===== config.mk =====
export PLATFORM = sky130hd
export DESIGN_NAME = regfile_scan
export DESIGN_NICKNAME = d
export VERILOG_FILES = /design/src/rtl/regfile_scan_pkg.sv /design/src/rtl/regfile_scan.sv
export SDC_FILE = /design/constraint.sdc
export NUM_CORES = 1
export LEC_CHECK = 0
export ABC_CLOCK_PERIOD_IN_PS = 2130
export BUFFER_PORTS_ARGS = -buffer_cell sky130_fd_sc_hd__buf_2
export CAP_MARGIN = 25
export CELL_PAD_IN_SITES_DETAIL_PLACEMENT = 0
export CELL_PAD_IN_SITES_GLOBAL_PLACEMENT = 1
export CORE_ASPECT_RATIO = 1.25
export CORE_UTILIZATION = 38
export DETAILED_ROUTE_END_ITERATION = 7
export PLACE_DENSITY = 0.9
export SLEW_MARGIN = 20
export SYNTH_ARGS = -nofsm -noshare
export SYNTH_HDL_FRONTEND = slang
export SYNTH_SLANG_ARGS = --single-unit

===== constraint.sdc =====
create_clock -name clock -period 2.13 [get_ports clock]
set_input_delay 0.1065 -clock clock [delete_from_list [all_inputs] [get_ports clock]]
set_output_delay 0.1065 -clock clock [all_outputs]
set_load 0.03 [all_outputs]

===== src/rtl/regfile_scan_pkg.sv =====
// Shared definitions for the register-file scanner: state encoding and datapath widths.
package regfile_scan_pkg;

  localparam int IDX_W  = 5;
  localparam int DATA_W = 32;

  typedef enum logic [1:0] {
    IDLE = 2'd0,
    READ = 2'd1,
    SEND = 2'd2,
    DONE = 2'd3
  } scanState_t;

endpackage


===== src/rtl/regfile_scan.sv =====
// Walks register indices FIRST_REG..LAST_REG through an external read port and
// streams each (index, data) pair out over a valid/ready handshake.
module regfile_scan
  import regfile_scan_pkg::*;
#(
  parameter int FIRST_REG = 0,
  parameter int LAST_REG  = 31  // must satisfy FIRST_REG <= LAST_REG <= 31
) (
  input  logic              clock,
  input  logic              ctrl_reset,
  input  logic              start,
  input  logic              abort,
  output logic [IDX_W-1:0]  ctrl_readReg,
  input  logic [DATA_W-1:0] data_readReg,
  output logic              out_valid,
  input  logic              out_ready,
  output logic [IDX_W-1:0]  out_index,
  output logic [DATA_W-1:0] out_data,
  output logic              busy,
  output logic              done
);

  localparam logic [IDX_W-1:0] FIRST_IDX = IDX_W'(FIRST_REG);
  localparam logic [IDX_W-1:0] LAST_IDX  = IDX_W'(LAST_REG);

  scanState_t       state;
  logic [IDX_W-1:0] idx;

  // The read address follows idx in every state; only READ relies on it.
  assign ctrl_readReg = idx;

  // All handshake/status outputs are registered alongside the state so they
  // change only on clock edges (or asynchronously on reset).
  always_ff @(posedge clock or posedge ctrl_reset) begin
    if (ctrl_reset) begin
      state     <= IDLE;
      idx       <= FIRST_IDX;
      out_data  <= '0;
      out_index <= '0;
      out_valid <= 1'b0;
      busy      <= 1'b0;
      done      <= 1'b0;
    end else begin
      unique case (state)
        IDLE: begin
          if (start) begin
            idx   <= FIRST_IDX;
            state <= READ;
            busy  <= 1'b1;
          end
        end

        READ: begin
          if (abort) begin
            state <= IDLE;
            busy  <= 1'b0;
          end else begin
            out_data  <= data_readReg;
            out_index <= idx;
            out_valid <= 1'b1;
            state     <= SEND;
          end
        end

        SEND: begin
          // Abort wins over a transfer presented on the same edge.
          if (abort) begin
            state     <= IDLE;
            out_valid <= 1'b0;
            busy      <= 1'b0;
          end else if (out_ready) begin
            out_valid <= 1'b0;
            if (idx == LAST_IDX) begin
              state <= DONE;
              done  <= 1'b1;
            end else begin
              idx   <= idx + 5'd1;
              state <= READ;
            end
          end
        end

        DONE: begin
          state <= IDLE;
          busy  <= 1'b0;
          done  <= 1'b0;
        end

        default: begin
          state     <= IDLE;
          out_valid <= 1'b0;
          busy      <= 1'b0;
          done      <= 1'b0;
        end
      endcase
    end
  end

endmodule

## Word level (Yosys, flattened, before mapping)

Cells that the tools add are included.

| storage, ports and cells | value |
|---|---|
| register bits after elaboration | 47 |
| input port bits | 37 |
| output and inout port bits | 45 |
| word-level logic and storage cells | 54 |

| operators by class | value |
|---|---|
| add/subtract/negate cells | 1 |
| equal/unequal tests | 12 |
| multiplexer cells | 22 |
| bitwise gates (word level) | 1 |
| reductions and logical operators | 11 |

Operators by type and width:

| cell | number |
|---|---|
| $mux W5 | 4 |
| $ne A2 B2 Y1 const B | 6 |
| $mux W2 | 5 |
| $pmux W5 S2 | 1 |
| $mux W1 | 8 |
| $pmux W2 S4 | 1 |
| $reduce_and A2 Y1 | 3 |
| $reduce_bool A2 Y1 | 3 |
| $add A5 B1 Y5 const B | 1 |
| $eq A5 B5 Y1 const B | 1 |
| $reduce_and A5 Y1 | 1 |
| $eq A2 B2 Y1 const B | 2 |
| $pmux W1 S2 | 2 |
| $reduce_and A4 Y1 | 1 |
| $ne A3 B3 Y1 const B | 1 |
| $pmux W1 S3 | 1 |
| $reduce_and A3 Y1 | 1 |
| $eq A2 B1 Y1 const B | 1 |
| $logic_not A2 Y1 | 1 |
| $ne A2 B1 Y1 const B | 1 |
| $reduce_or A2 Y1 | 1 |
| $not A1 Y1 | 1 |

## Logic depth before layout (Yosys ltp)

Gate-level depths: netlist of the first run.

| depth | value |
|---|---|
| depth after elaboration | 5 |
| gate-level depth with buffers | 7 |
| gate-level depth less buffers | 6 |

## Least setup slack after synthesis of the first run

Ideal clock, no wire load.

| path | value |
|---|---|
| path kind | reg-to-reg |
| from | reg idx[0] (netlist: ctrl_readReg[0]) |
| to | reg idx[3] (netlist: ctrl_readReg[3]) |
| arrival | 1.772 ns |
| slack | 0.220 ns |
| cell stages (with the launch flop) | 7 |
| buffers on the path | 0 |
| clock period less this slack | 1.910 ns |
| cells stage by stage | dfrtp_1 -> ha_1 -> and3_1 -> ha_1 -> and4bb_1 -> o21a_1 -> o221ai_1 |

| between the ends | value |
|---|---|
| cells in the longest elaborated chain, start to end | 5 |
| elaborated cells between the ends (all ways) | 8 |

RTL lines:

| what | line | source |
|---|---|---|
| start: declaration | regfile_scan.sv:27 | `logic [IDX_W-1:0] idx;` |
| start signal: assignment | regfile_scan.sv:77 | `idx <= idx + 5'd1;` |
| $add A5 B1 Y5 | regfile_scan.sv:77 |  |
| $mux W5 | regfile_scan.sv:73 | `if (idx == LAST_IDX) begin` |
| $mux W5 | regfile_scan.sv:71 | `end else if (out_ready) begin` |
| $mux W5 | regfile_scan.sv:67 | `if (abort) begin` |
| $pmux W5 S2 | regfile_scan.sv:44 | `unique case (state)` |

Parallel ways exist; a longest one is shown, timed or not. The select of a mux whose other input is x is not followed.
A chain may end at the register's enable or synchronous reset.

## Worst setup path in the final report of the first run

Same ends and word-level chain as after synthesis.

==> impl_metrics.tcl, run 1 <==
set metrics [dict create \
    root_buffer "clkbuf_8" \
    multiInputGateArea_sq_um 821 \
    cts_buffers 5 \
    fin_crit_sh_pct 90.0 \
    drc 0 \
    cts.sinks 47 \
    synth_mux_area_share_pct 25.6 \
    rr_endpoint "ctrl_readReg[3]" \
    start_kind "register" \
    finClkSkew_ns 0.00907 \
    place_congestion 0.781 \
    cpMaxStageDelayCell "dfrtp_1" \
    io_pins 82 \
    dr_total_vias 1391 \
    timing.fmax_mhz 521 \
    min_from "data_readReg[9]" \
    die_x_microns 68.0 \
    syn_nets 185 \
    max-cap-violations 0 \
    core-area_sq_um 5150 \
    start_util_pct 40.2 \
    synth-simple-area-share_pct 5.74 \
    critPathArrivalTime_ns 2.08 \
    firstDrtPassIters 3 \
    path_clk_slew_ns 0.09 \
    grt_util_met3_pct 4.35 \
    synth_compound_area_share_pct 3.69 \
    regArea_sq_um 1180 \
    synthXorXnorAreaFrac_pct 0 \
    htreeDepth 2 \
    power_density_nw_per_um2 1540 \
    die_h_microns 84.5 \
    grt_usage_pct 13.4 \
    vias_per_cell 4.76 \
    grt-busiest-layer "met2" \
    use_met2_pct 22.2 \
    cp.required_ns 2.30 \
    fillers 469 \
    synth.most_common_cell "dfrtp_1" \
    tightest_slew_ns 0.396 \
    drv_slew 0 \
    synth_cells 141 \
    rsz0062_at_grt "no" \
    synthTopCellsByCount "47 x dfrtp_1, 20 x mux2_2, 19 x mux2_4, 10 x inv_1, 7 x ha_1" \
    drtIter0Drc 47 \
    cts_buffer_depth 2 \
    n_antenna_cell 0 \
    relSlewSlack_pct 73.6 \
    rows 29 \
    synthFlopType "dfrtp_1" \
    ff2ff_path_depth 6 \
    grt_pass1_wl_mm 5.82 \
    postRouteAntennaNets 0 \
    vdd_drop_max_mv 0.596 \
    io_buffers 81 \
    crit_path_end_kind "register" \
    max_stage_delay_ns 0.44 \
    post-dp-hpwl_mm 2.79 \
    path_cells "ha_1, and3_1, ha_1, and4bb_1, o21a_1, o221ai_1" \
    setup_tns_ns 0 \
    cts_hold_buf 1 \
    met1_usage_pct 15.8 \
    crit_type "reg -> reg" \
    p_leak_nw 1.36 \
    synth_top_area_share_pct 56.8 \
    synth_adder_area_share_pct 4.23 \
    yosysTopAreaCell "dfrtp_1" \
    synth_edf_count 0 \
    final_layout_size_suffix_gt1_share_pct 57.8 \
    die_area_sq_um 5750 \
    postLayoutCoreUtil_pct 51.5 \
    yosys-top-cells-area "dfrtp_1 57%, mux2_4 14%, mux2_2 11%, ha_1 4.2%, inv_1 1.8%" \
    ys_seq_area_share_pct 56.8 \
    post-route-min-period_ns 1.92 \
    syn_to_final_growth_pct 28.3 \
    clkLatencyLatePin_ns 0.29 \
    hp-class "in -> reg" \
    ys_ff_latch 47 \
    syn-cell-area_sq_um 2070 \
    wl_mm 3.74 \
    syn_avg_cell_area_sq_um 14.7 \
    cts_tree "yes" \
    min_path_cells 2 \
    min_to "out_data[9]" \
    r2r-start "ctrl_readReg[0]" \
    wl_per_cell_microns 12.8 \
    r2r_slack_ns 0.21 \
    final_nets 273 \
    grt_pass1_vias 1283 \
    synth_cell_types 27 \
    synth_top_family_by_area "multiplexers" \
    setup_viol 0 \
    async_flop_share_pct 100 \
    status "finished, final reports clean" \
    crit_top_cell "ha_1" \
    hold_viol_final 0 \
    gr-total-overflow 0 \
    post_cts_resized 0 \
    post-cts-setup-buffer-count 0 \
    worst-path-max-fanout 5 \
    grt_max_degree 28 \
    ys_warn_count 0 \
    antenna_found_initial 0 \
]
## through the flow
step / cell area, sq um / worst slack (ns) / power, W / cells / hold slack (ns)
2_1_floorplan: 2070 / 0.220 / 0.00305 / 141 / 0.255
3_3_place_gp: 2560 / 0.252 / 0.00357 / 283 / 0.0883
3_5_place_dp: 2560 / 0.209 / 0.00361 / 283 / 0.0993
4_1_cts: 2660 / 0.194 / 0.00413 / 292 / 0.0285
5_1_grt: 2660 / 0.0889 / 0.00435 / 292 / 0.0200
6_report: 2660 / 0.212 / 0.00408 / 292 / 0.0387
## worst max-delay path by stage
stage / start / slack (ns) / cells past startpoint / endpoint
finish: ctrl_readReg[0] / 0.21 / 6 / ctrl_readReg[3]
global route: ctrl_readReg[0] / 0.09 / 6 / ctrl_readReg[3]
CTS: ctrl_readReg[0] / 0.19 / 6 / ctrl_readReg[3]
detailed placement: ctrl_readReg[0] / 0.21 / 6 / ctrl_readReg[3]
global placement: ctrl_readReg[0] / 0.25 / 6 / ctrl_readReg[3]
floorplan: ctrl_readReg[0] / 0.22 / 6 / ctrl_readReg[3]
## power breakdown
| group | total [W] | leakage (nW) | switching (W) | internal [W] |
|---|---|---|---|---|
| registers | 0.00145 | 0.575 | 0.000192 | 0.00126 |
| clock network | 0.000514 | 0.0412 | 0.000284 | 0.000230 |
| logic | 0.00211 | 0.747 | 0.00123 | 0.000877 |
## cells in the final DEF (no fill, tap or decap), drive strengths merged
cell,count
nand3b,2
o21a,1
nor2,1
o22ai,2
nor2b,4
inv,10
nor3,1
and4bb,1
o221ai,1
and3,1
mux2,39
nand2,2
ha,7
mux2i,2
clkinv,1
dfrtp,47
dlygate4sd3,1
clkbuf,6
nand2b,1
o211ai,1
o21ai,3
nand4,3
clkinvlp,1
buf,85
a21oi,3
o32a,1
nand3,2
and3b,1
## per-layer routing
metal	vias up	share of wire, %
met5	-	0
met4	0	1.6
met3	8	7.5
met2	53	47
met1	663	43
li1	667	-
## kinds of logic after synthesis
group | after synthesis
compound gates | 12
buf+inv | 15
simple gates | 19
fa+ha+maj | 7
flops | 47
mux | 41
## worst max-delay path, delay by kind of cell, from the launching register on
kind | cells | cell delay (ns)
simple gates | 2 | 0.55
flops | 1 | 0.44
fa+ha+maj | 2 | 0.44
compound gates | 2 | 0.36
## final cells by class
class / instances / area share (%)
inverters: 10 / 1.41
flip-flops and latches: 47 / 44.3
clock buffers: 6 / 2.73
multi-input cells: 79 / 30.9
well taps: 62 / 2.92
clock inverters: 2 / 0.471
repair buffers: 86 / 17.2
## state kept, by name, indices dropped and copies added (netlist names)
| register | count |
|---|---|
| busy | 1 |
| ctrl_readReg | 5 |
| done | 1 |
| out_data | 32 |
| out_index | 5 |
| out_valid | 1 |
| state | 2 |
(Power assumes the default switching activity.)
==> inputs of run 2 (changes only) <==
Settings changed: REMOVE_ABC_BUFFERS set to 1.
==> run 2 against run 1 <==
Against the previous run:
- worst setup slack better by 0.015 ns
- final area grew 0.90%
- power increased by 2.7%
- clock-buffer cell count is 1 higher
- sequential power about the same
- utilization increased by 0.46 points
- clock skew shrank 0.0073 ns
- die area stayed put
- routed wire length rose by 9.6%
- combinational power is essentially flat
==> impl_metrics.tcl, run 2 (same netlist as run 1, synthesis figures left out) <==
set metrics [dict create \
    fin_crit_sh_pct 89.4 \
    seqPwrFrac_pct 34.8 \
    status "finished, final reports clean" \
    cpMaxStageDelayCell "dfrtp_1" \
    min_path_cells 2 \
    firstDrtPassIters 4 \
    crit_type "reg -> reg" \
    post-dp-hpwl_mm 3.04 \
    crit_path_end_kind "register" \
    hold_viol_final 0 \
    rows 29 \
    vdd_drop_max_mv 0.837 \
    root_buffer "clkbuf_8" \
    tightest_slew_ns 0.408 \
    fin_cells 291 \
    max_stage_delay_ns 0.44 \
    r2r_slack_ns 0.23 \
    crit_family "simple AND/OR/NAND/NOR gates" \
    setup_viol 0 \
    max-cap-violations 0 \
    p_int_w 0.00245 \
    p_comb_share_pct 51.2 \
    postRouteAntennaNets 0 \
    power.share.switching_pct 41.5 \
    post-cts-setup-buffer-count 0 \
    switching_power_w 0.00174 \
    io_pins 82 \
    power_density_nw_per_um2 1560 \
    path_clk_slew_ns 0.08 \
    io_buffers 81 \
    fillers 471 \
    htreeDepth 2 \
    mostFrequentLayoutCells "81 x buf_2, 47 x dfrtp_1, 20 x mux2_2" \
    p_leak_nw 1.37 \
    final_common_cell "buf_2" \
    die_area_sq_um 5750 \
    cp.required_ns 2.30 \
    min_from "data_readReg[7]" \
    drv_slew 0 \
    start_util_pct 40.2 \
    grt_pass1_wl_mm 6.53 \
    wl_mm 4.09 \
    post-route-min-period_ns 1.90 \
    syn_to_final_growth_pct 29.4 \
    hp-class "in -> reg" \
    critPathArrivalTime_ns 2.07 \
    grt_usage_pct 15.3 \
    grt_pass1_vias 1382 \
    postLayoutCoreUtil_pct 52.0 \
    place_congestion 0.822 \
    path_cells "ha_1, and3_1, ha_1, and4bb_1, o21a_1, o221ai_1" \
    ff2ff_path_depth 6 \
    worst-path-max-fanout 5 \
    cts_buffers 5 \
    n_antenna_cell 0 \
    clkLatencyLatePin_ns 0.29 \
    pwr-share-clk_pct 13.9 \
    crit_top_cell "ha_1" \
    top_register "out_data" \
    setup_tns_ns 0 \
    min_to "out_data[7]" \
    cts_buffer_depth 2 \
    die_h_microns 84.5 \
    drc 0 \
    gr-total-overflow 0 \
    dp_cells 282 \
    rsz0062_at_grt "no" \
    dr_total_vias 1402 \
    wl_per_cell_microns 14.1 \
    drtIter0Drc 63 \
    start_kind "register" \
    vias_per_cell 4.82 \
    core-area_sq_um 5150 \
    cts.sinks 47 \
    largest_register_ffs 32 \
    timing.fmax_mhz 525 \
    finClkSkew_ns 0.00180 \
    final_layout_size_suffix_gt1_share_pct 58.1 \
    cp.buffers_inverters 0 \
    final_nets 272 \
    rr_endpoint "ctrl_readReg[3]" \
    cts_tree "yes" \
    die_x_microns 68.0 \
    r2r-start "ctrl_readReg[0]" \
    relSlewSlack_pct 72.8 \
    antenna_found_initial 0 \
    grt_max_degree 33 \
]
[run 2: cell count changes in the layout (fill, tap and decap cells not counted), sizes merged]
cell    before  now
clkbuf       6    7
buf         85   84
clkinv       1    0
[run 2: power by group through the flow]
stage                     clock network [W]  logic (W)  registers (W)
after floorplan                           0   0.000865        0.00217
after global placement                    0    0.00214        0.00145
after detailed placement                  0    0.00215        0.00148
after CTS                          0.000602    0.00216        0.00146
after global routing               0.000640    0.00227        0.00152
final                              0.000583    0.00214        0.00146
[run 2: worst max path at each step]
stage	from	to	slack, ns	cells after the start
floorplan	state[1]	out_data[11]	-1.31	4
global placement	ctrl_readReg[0]	ctrl_readReg[3]	0.28	6
detailed placement	ctrl_readReg[0]	ctrl_readReg[3]	0.25	6
CTS	ctrl_readReg[0]	ctrl_readReg[3]	0.23	6
global route	ctrl_readReg[0]	ctrl_readReg[3]	0.08	6
finish	ctrl_readReg[0]	ctrl_readReg[3]	0.23	6
[run 2: per-stage QoR]
step | power (W) | worst slack [ns] | hold slack (ns) | cell area, sq um
3_3_place_gp | 0.00359 | 0.284 | 0.0890 | 2560
6_report | 0.00419 | 0.227 | 0.0388 | 2680
2_1_floorplan | 0.00304 | -1.31 | 0.255 | 2030
3_5_place_dp | 0.00363 | 0.252 | 0.0882 | 2560
5_1_grt | 0.00443 | 0.0769 | 0.0286 | 2680
4_1_cts | 0.00423 | 0.226 | 0.0292 | 2680
[run 2: area by class of cell]
| cell class | count | area (sq um) | area share (%) |
|---|---|---|---|
| Multi-Input combinational cell | 79 | 821 | 30.6 |
| Clock buffer | 7 | 96.3 | 3.60 |
| Timing Repair Buffer | 85 | 463 | 17.3 |
| Inverter | 10 | 37.5 | 1.40 |
| Tap cell | 62 | 77.6 | 2.90 |
| Sequential cell | 47 | 1180 | 43.9 |
| Clock inverter | 1 | 7.51 | 0.280 |
[run 2: worst register-to-register path: cells and delay by family, from the launching register on]
family,cells,cell delay [ns]
AO/OA/AOI/OAI,2,0.35
adder cells (fa/ha/maj),2,0.45
flip-flops,1,0.44
AND/OR/NAND/NOR,2,0.55
[run 2: per-layer routing]
metal	track usage [%]	wire, microns
met4	5.49	81
met5	0	0
met2	25.0	2000
met1	18.5	1770
met3	4.89	244
[run 2: what timing repair did]
action                    CTS  global route
hold buffers                1             0
hold endpoints to repair   15             0
gates resized for setup     0             0
